--- src/rtl/checker_handshake.sv ---
// ============================================================================
// Module      : checker_handshake
// Description : Passive valid/ready protocol checker for CHANNELS independent
//               channels. Records sticky errors for dropped valid, payload
//               change while stalled and stall timeout, pulses fire on any
//               error edge and counts completed transfers (saturating).
//               Optional macro CHECKER_HANDSHAKE_FATAL_EN ends simulation on
//               the first fire pulse.
// Revision    : 1.0 - initial release
// ============================================================================
`default_nettype none

module checker_handshake #(
    parameter int CHANNELS   = 3,
    parameter int DATA_WIDTH = 32,
    parameter int TIMEOUT    = 256,
    parameter int CNT_WIDTH  = 16
) (
    input  logic                           clk,
    input  logic                           rst,
    input  logic                           enable,
    input  logic [CHANNELS-1:0]            valid,
    input  logic [CHANNELS-1:0]            ready,
    input  logic [CHANNELS*DATA_WIDTH-1:0] data,
    output logic [CHANNELS-1:0]            fire,
    output logic [CHANNELS-1:0]            err_drop,
    output logic [CHANNELS-1:0]            err_data,
    output logic [CHANNELS-1:0]            err_timeout,
    output logic [CHANNELS*CNT_WIDTH-1:0]  xfer_count
);

    // Stall counter must be able to hold the value TIMEOUT itself.
    localparam int             STALL_W     = $clog2(TIMEOUT + 1);
    localparam logic [STALL_W-1:0] C_TIMEOUT = STALL_W'(TIMEOUT);
    localparam logic [CNT_WIDTH-1:0] C_CNT_MAX = {CNT_WIDTH{1'b1}};

    typedef enum logic [0:0] {
        ST_IDLE  = 1'b0,
        ST_STALL = 1'b1
    } state_t;

    for (genvar g = 0; g < CHANNELS; g++) begin : g_ch

        state_t                 state_q, state_d;
        logic [DATA_WIDTH-1:0]  cap_q,   cap_d;
        logic [STALL_W-1:0]     stall_q, stall_d;
        logic [CNT_WIDTH-1:0]   cnt_q,   cnt_d;
        logic                   fire_q,  fire_d;
        logic                   drop_q,  drop_d;
        logic                   dat_q,   dat_d;
        logic                   to_q,    to_d;

        logic [DATA_WIDTH-1:0]  w_data;
        logic                   w_data_err;
        logic                   w_to_err;

        assign w_data = data[g*DATA_WIDTH +: DATA_WIDTH];

        // Next-state and error detection for one channel.
        always_comb begin
            state_d    = state_q;
            cap_d      = cap_q;
            stall_d    = stall_q;
            cnt_d      = cnt_q;
            drop_d     = drop_q;
            dat_d      = dat_q;
            to_d       = to_q;
            fire_d     = 1'b0;
            w_data_err = 1'b0;
            w_to_err   = 1'b0;

            if (enable) begin
                case (state_q)
                    ST_IDLE: begin
                        if (valid[g] && ready[g]) begin
                            // Zero-wait transfer never enters STALL.
                            if (cnt_q != C_CNT_MAX) begin
                                cnt_d = cnt_q + 1'b1;
                            end
                        end else if (valid[g]) begin
                            cap_d   = w_data;
                            stall_d = STALL_W'(1);
                            state_d = ST_STALL;
                        end
                    end

                    ST_STALL: begin
                        if (!valid[g]) begin
                            drop_d  = 1'b1;
                            fire_d  = 1'b1;
                            stall_d = '0;
                            state_d = ST_IDLE;
                        end else begin
                            // Compare against the first captured payload;
                            // capture is never refreshed during a stall.
                            w_data_err = (w_data != cap_q);
                            if (ready[g]) begin
                                if (cnt_q != C_CNT_MAX) begin
                                    cnt_d = cnt_q + 1'b1;
                                end
                                stall_d = '0;
                                state_d = ST_IDLE;
                            end else if (stall_q != C_TIMEOUT) begin
                                stall_d  = stall_q + 1'b1;
                                // Only the edge that reaches TIMEOUT reports;
                                // a saturated counter stays silent.
                                w_to_err = ((stall_q + 1'b1) == C_TIMEOUT);
                            end
                            if (w_data_err) begin
                                dat_d = 1'b1;
                            end
                            if (w_to_err) begin
                                to_d = 1'b1;
                            end
                            fire_d = w_data_err | w_to_err;
                        end
                    end

                    default: begin
                        state_d = ST_IDLE;
                        stall_d = '0;
                    end
                endcase
            end
        end

        // Channel state registers; reset discards any stall silently.
        always_ff @(posedge clk or negedge rst) begin
            if (!rst) begin
                state_q <= ST_IDLE;
                cap_q   <= '0;
                stall_q <= '0;
                cnt_q   <= '0;
                fire_q  <= 1'b0;
                drop_q  <= 1'b0;
                dat_q   <= 1'b0;
                to_q    <= 1'b0;
            end else begin
                state_q <= state_d;
                cap_q   <= cap_d;
                stall_q <= stall_d;
                cnt_q   <= cnt_d;
                fire_q  <= fire_d;
                drop_q  <= drop_d;
                dat_q   <= dat_d;
                to_q    <= to_d;
            end
        end

        assign fire[g]                            = fire_q;
        assign err_drop[g]                        = drop_q;
        assign err_data[g]                        = dat_q;
        assign err_timeout[g]                     = to_q;
        assign xfer_count[g*CNT_WIDTH +: CNT_WIDTH] = cnt_q;

`ifdef CHECKER_HANDSHAKE_FATAL_EN
        // Stop the run on the first reported error, naming channel and kind.
        always @(negedge clk) begin
            if (rst && fire_q) begin
                $fatal(1, "checker_handshake: channel %0d error%s%s%s at %0t",
                       g,
                       (drop_q ? " drop"    : ""),
                       (dat_q  ? " data"    : ""),
                       (to_q   ? " timeout" : ""),
                       $time);
            end
        end
`endif

    end

endmodule

`default_nettype wire

--- config.mk ---
export PLATFORM = sky130hd
export DESIGN_NAME = checker_handshake
export DESIGN_NICKNAME = d
export VERILOG_FILES = /design/src/rtl/checker_handshake.sv
export SDC_FILE = /design/constraint.sdc
export NUM_CORES = 1
export LEC_CHECK = 0
export BUFFER_PORTS_ARGS = -buffer_cell sky130_fd_sc_hd__buf_2
export CAP_MARGIN = 15
export CORE_UTILIZATION = 55
export DETAILED_ROUTE_END_ITERATION = 10
export PLACE_DENSITY_LB_ADDON = 0.08
export SLEW_MARGIN = 20
export SYNTH_ARGS = -nofsm -noshare
export SYNTH_HDL_FRONTEND = slang
export SYNTH_SLANG_ARGS = --single-unit
--- constraint.sdc ---
create_clock -name clk -period 2.5 [get_ports clk]
set_input_delay 0.125 -clock clk [delete_from_list [all_inputs] [get_ports clk]]
set_output_delay 0.125 -clock clk [all_outputs]
set_load 0.02 [all_outputs]
==> impl_metrics.ini, run 1 <==
[run_status]
outcome = complete, no violations

[setup_path]
cp.required_ps = 2800
crit_arrival_ps = 2220
crit_type = register to register
crit_path_start_kind = register
cp_cell_sequence = nor4_1 -> nand2b_1 -> o311ai_2 -> buf_4 -> or2_1 -> o31ai_1
crit_fanout = 12
slowest_stage = dfrtp_1
worstSetupEndpointType = register
critical-path-max-stage-delay_ps = 440

[sta]
post-route-min-period_ps = 1920
fmax_ghz = 0.522
whs_ps = 55.1
fin_tns_setup_ps = 0
relSlewSlack_pct = 49.2
worstMarginPinSlew_ps = 759
worst_slack_ps = 584
maxSlewViolCount = 0
fin_skew_ps = 8.68
period_share_pct = 76.6
hold_viol = 0
setup_viol = 0
rsz0062_at_grt = no

[drt]
routed_wl_mm = 19.7
wl_per_cell_um = 15.4
firstDrtPassIters = 5
vias = 6848
first_iter_violations = 340
vias_per_cell = 5.35
drc = 0
antenna_left = 0

[finish]
diodes = 0
fin_cells = 1280
post-route-cell-area_mm2 = 0.0118
area_delta_synth_final_pct = 28.1
drive_above_1_share_pct = 29.4
final_nets = 1161

[clocking]
cts-resized-gates = 0
post-cts-setup-buffers = 0
clock-sinks = 186
cts_max_level = 4
tritoncts = yes
insertion_delay_ps = 430
cts_buffers = 17
root_buffer = clkbuf_16
clockBufferDepth = 2
path_clk_slew_ps = 70

[min_path]
hold_class = input port to register

[placement]
placed_area_mm2 = 0.0102
hpwl_mm = 13.1
gp_congestion = 0.829
placedCellCount = 1148
dp_slack_ps = 592
portBuffers = 164

[grt]
grt_pass1_wl_mm = 34.0
grt_pass1_vias = 7247
track_usage_pct = 24.2
grt_max_degree = 76
grt-ovfl-total = 0
antenna_found_initial = 0

[logic_synthesis]
synthesis.nets = 903
synth-edff-count = 0
synth.cell_area_mm2 = 0.00924
synth_seq_area_share_pct = 50.4
ys_async_sr_fraction_pct = 100
yosysTopAreaCell = dfrtp_1
avgSynthCellArea_um2 = 11.7
synth_cell_types = 56
synth-seq-cells = 186
synthTopCellsByCount = 186 x dfrtp_1, 109 x xor2_1, 90 x mux2_2, 36 x nand2_1, 36 x nand3_1
synth-main-ff-cell = dfrtp_1
yosys.cell_count.top_type = dfrtp_1
ys_top_cells_by_area = dfrtp_1 50%, mux2_2 11%, xor2_1 10%, xnor2_1 2.8%, nor4_1 2.0%
yosysTopAreaCellShare_pct = 50.4
synthCells = 789
yosys_warnings = 0

[floorplan]
die_h_um = 132
dieArea_mm2 = 0.0173
rows = 47
die_w_um = 132
core_region_area_mm2 = 0.0165
ioPinCount = 165
start_util_pct = 56.1

[pwr]
vdd_ir_drop_max_mv = 0.519
power_leakage_nw = 5.36
power_density_mw_per_mm2 = 710

[run]
cap_violations = 0
cells in the final DEF, fill, tap and decap left out, types with 8 or more instances in the layout:
cell             n
nor2_1          30
o21ai_0         28
dfrtp_1        186
buf_2          163
buf_4            8
clkbuf_16       17
xnor2_1         29
o21bai_1         9
and3_1          14
nand4_1         28
nand2_1         36
nand2b_1        10
mux2_2          90
a21oi_1          9
ha_1             9
dlygate4sd3_1  100
nor4_1          29
nand3_1         36
mux2_1          12
o31ai_1         12
xor2_1         109
inv_1            9
repair_timing:
item	in CTS	in global routing
hold buffers	100	0
endpoints found under the setup margin	0	0
endpoints found under the hold margin	142	0
final cells by class:
class,instances,area [µm²]
clock buffers,21,460
clock inverters,11,145
fillers,1211,4630
inverters,9,33.8
multi-input cells,559,4340
flip-flops and latches,186,4650
well taps,220,275
repair buffers,274,1930
registers in the layout, indices dropped and copies added (netlist names):
| signal | count |
|---|---|
| g_ch.cap_q | 96 |
| g_ch.cnt_q | 48 |
| g_ch.dat_q | 3 |
| g_ch.drop_q | 3 |
| g_ch.fire_q | 3 |
| g_ch.stall_q | 27 |
| g_ch.state_q | 3 |
| g_ch.to_q | 3 |
metrics by stage:
stage	utilization, %	power [W]
detailed placement	62.1	0.00556
CTS	71.9	0.00846
global placement	62.1	0.00544
finish	71.9	0.00840
global route	71.9	0.00884
floorplan	-	0.00500
layer usage:
layer | vias up | track usage (%) | wire, µm
li1 | 3315 | - | -
met1 | 3373 | 30.0 | 8560
met2 | 146 | 42.4 | 10100
met3 | 14 | 5.17 | 800
met4 | 0 | 6.65 | 209
met5 | - | 0 | 0
worst max-delay path: cells and delay by family, from the launching register on:
family	cells	cell delay, ps
AO/OA/AOI/OAI	2	420
AND/OR/NAND/NOR	3	730
flip-flops	1	440
buffers and inverters	1	220
where the power goes:
group	switching [W]	leakage (nW)	total, W	internal, W
Sequential	0.000433	2.33	0.00396	0.00352
Combinational	0.000806	2.74	0.00169	0.000880
Clock	0.00114	0.289	0.00276	0.00163
final timing paths:
kind | from | end | slack (ps) | cells after the start
max | g_ch[2].stall_q[6] | g_ch[2].stall_q[4] | 580 | 6
min | ready[2] | g_ch[2].to_q | 60 | 4
max reg2reg | g_ch[2].stall_q[6] | g_ch[2].stall_q[4] | 580 | 6
min reg2reg | g_ch[2].to_q | g_ch[2].to_q | 480 | 1
max in group asynchronous | rst | g_ch[1].cap_q[20] | 1570 | 3
min in group asynchronous | rst | g_ch[0].cap_q[30] | 190 | 2
logic make-up after synthesis:
| group | after synthesis | synth area share, % |
|---|---|---|
| mux | 104 | 12.7 |
| fa+ha+maj | 9 | 1.22 |
| flops | 186 | 50.4 |
| xor+xnor | 138 | 13.1 |
| simple gates | 222 | 13.8 |
| buf+inv | 44 | 2.72 |
| compound gates | 86 | 6.10 |
Note: power is estimated with default switching activity, not from simulation.
==> run 2: changes to the inputs <==
==> constraint.sdc (replaced) <==
create_clock -name clk -period 1.8 [get_ports clk]
set_input_delay 0.09 -clock clk [delete_from_list [all_inputs] [get_ports clk]]
set_output_delay 0.09 -clock clk [all_outputs]
set_load 0.02 [all_outputs]
==> run 2 against run 1 <==
Net effect: register-to-register slack worse by 520 ps; cell count increased by 0.86%; power is 42% higher; sequential share of layout area fell by 0.81 points; largest power group unchanged.
==> impl_metrics.ini, run 2 (synthesized netlist as in run 1, its figures left out) <==
[placement]
dp_slack_ps = 5.34
placed_area_mm2 = 0.0103
gp_congestion = 0.844
hpwl_mm = 13.5
portBuffers = 164

[sta]
rsz0062_at_grt = yes
fmax_ghz = 0.576
setup_viol = 0
maxSlewViolCount = 0
period_share_pct = 96.5
fin_skew_ps = 10.2
whs_ps = 24.7
worstMarginPinSlew_ps = 455
post-route-min-period_ps = 1740
hold_viol = 0
worst_slack_ps = 63.2
relSlewSlack_pct = 69.7

[grt]
use_met3_pct = 5.13
grt_pass1_vias = 7354
grt_pass1_wl_mm = 34.1
grt.busiest_layer = met2
grt_max_degree = 57
grt_use_met1_pct = 29.5
antenna_found_initial = 0
track_usage_pct = 24.3
use_met2_pct = 42.4
grt-ovfl-total = 0

[clocking]
tritoncts = yes
clock-sinks = 186
root_buffer = clkbuf_16
cts_max_level = 4
insertion_delay_ps = 420
path_clk_slew_ps = 70
clockBufferDepth = 2
cts_buffers = 17

[finish]
largest-register = g_ch.cap_q
fin_util_pct = 73.4
layout_commonest_cell = dfrtp_1
area_delta_synth_final_pct = 30.8
diodes = 0
largest_reg_flops = 96
fill_cells = 1124
final_cell_mix = 186 x dfrtp_1, 165 x buf_2, 109 x xor2_1
top_regs = g_ch.cap_q x96, g_ch.cnt_q x48, g_ch.stall_q x27
drive_above_1_share_pct = 30.8
final_nets = 1175
post-route-cell-area_mm2 = 0.0121

[setup_path]
worstSetupEndpointType = register
crit_fanout = 4
crit_type = register to register
crit_path_start_kind = register
r2r_slack_ps = 60
cp.required_ps = 2100
rr_startpoint = g_ch[1].cnt_q[0]
crit_arrival_ps = 2040
ff2ff_path_depth = 6
r2r-end = g_ch[1].cnt_q[10]

[pwr]
combPwrFrac_pct = 20.4
pwr-share-clk_pct = 33.6
vdd_ir_drop_max_mv = 0.645
power.total_w = 0.0119
p_seq_share_pct = 45.9
swShare_pct = 27.3
switchingPower_w = 0.00325
p_int_w = 0.00868
power_leakage_nw = 5.47
power_density_mw_per_mm2 = 988

[drt]
routed_wl_mm = 20.3
drc = 0
firstDrtPassIters = 4
vias = 7052
antenna_left = 0
first_iter_violations = 376
wl_per_cell_um = 15.7
vias_per_cell = 5.46

[floorplan]
die_w_um = 132
dieArea_mm2 = 0.0173
rows = 47
start_util_pct = 56.1
die_h_um = 132
ioPinCount = 165
core_region_area_mm2 = 0.0165

[min_path]
hold_path.startpoint = ready[2]
holdPathStages = 4
hold_class = input port to register
hold_end = g_ch[2].to_q

[run_status]
outcome = complete, no violations

[run]
cap_violations = 0
## run 2: cell count changes in the layout (fill, tap and decap cells not counted), moves of 2 or more
| cell | change |
|---|---|
| nor4_1 | -2 |
| buf_2 | +2 |
| bufinv_16 | +2 |
| buf_12 | +4 |
| nor4_4 | +2 |
| clkinvlp_4 | -2 |
| buf_4 | +8 |
| clkinv_2 | -3 |
## run 2: final cells by class
class                      instances  area [µm²]  share of cell area [%]
sequential                       186        4650                    38.5
clock buffer                      22         464                    3.84
clock inverter                     7         166                    1.38
timing repair buffer             288        2080                    17.2
tap                              220         275                    2.28
inverter                           9        33.8                   0.280
multi-input combinational        559        4410                    36.5
## run 2: worst max-delay path, cell delays in order, from the launching register on
cell and delay [ps]:
dfrtp_1 400, ha_1 190, nand3_1 150, buf_4 190
nor4_2 410, nand3_1 150, xnor2_1 140
## run 2: power groups by stage
| stage | logic, W | registers, W | clock network [W] |
|---|---|---|---|
| 2_1_floorplan | 0.00132 | 0.00563 | 0 |
| 3_3_place_gp | 0.00212 | 0.00548 | 0 |
| 3_5_place_dp | 0.00222 | 0.00555 | 0 |
| 4_1_cts | 0.00241 | 0.00547 | 0.00411 |
| 5_1_grt | 0.00267 | 0.00558 | 0.00427 |
| 6_report | 0.00244 | 0.00548 | 0.00401 |
## run 2: how the worst max path moves through the flow
stage,from,end,cells after the start
4_1_cts,g_ch[0].cnt_q[0],g_ch[0].cnt_q[15],6
6_report,g_ch[1].cnt_q[0],g_ch[1].cnt_q[10],6
5_1_grt,g_ch[1].cnt_q[0],g_ch[1].cnt_q[14],6
3_3_place_gp,g_ch[1].cnt_q[0],g_ch[1].cnt_q[11],6
2_1_floorplan,g_ch[1].cnt_q[0],g_ch[1].cnt_q[11],6
3_5_place_dp,g_ch[1].stall_q[0],g_ch[1].stall_q[6],7
## run 2: layer usage
| layer | part of all wire [%] | vias up |
|---|---|---|
| met1 | 42 | 3518 |
| met2 | 52 | 158 |
| met4 | 1.6 | 0 |
| met5 | 0 | - |
| met3 | 4.1 | 26 |
| li1 | - | 3350 |
## run 2: timing repair
item / 4_1_cts / 5_1_grt
gates resized for setup: 0 / 15
hold buffers: 100 / 0
cloned: 0 / 2
endpoints found under the setup margin: 3 / 35
endpoints found under the hold margin: 212 / 0
pin swaps: 1 / 3
setup buffers: 1 / 2
## run 2: stage by stage
stage | std cells | TNS (ps)
3_3_place_gp | 1157 | 0
6_report | 1291 | 0
4_1_cts | 1287 | 0
3_5_place_dp | 1157 | 0
5_1_grt | 1291 | -63.1
2_1_floorplan | 789 | 0
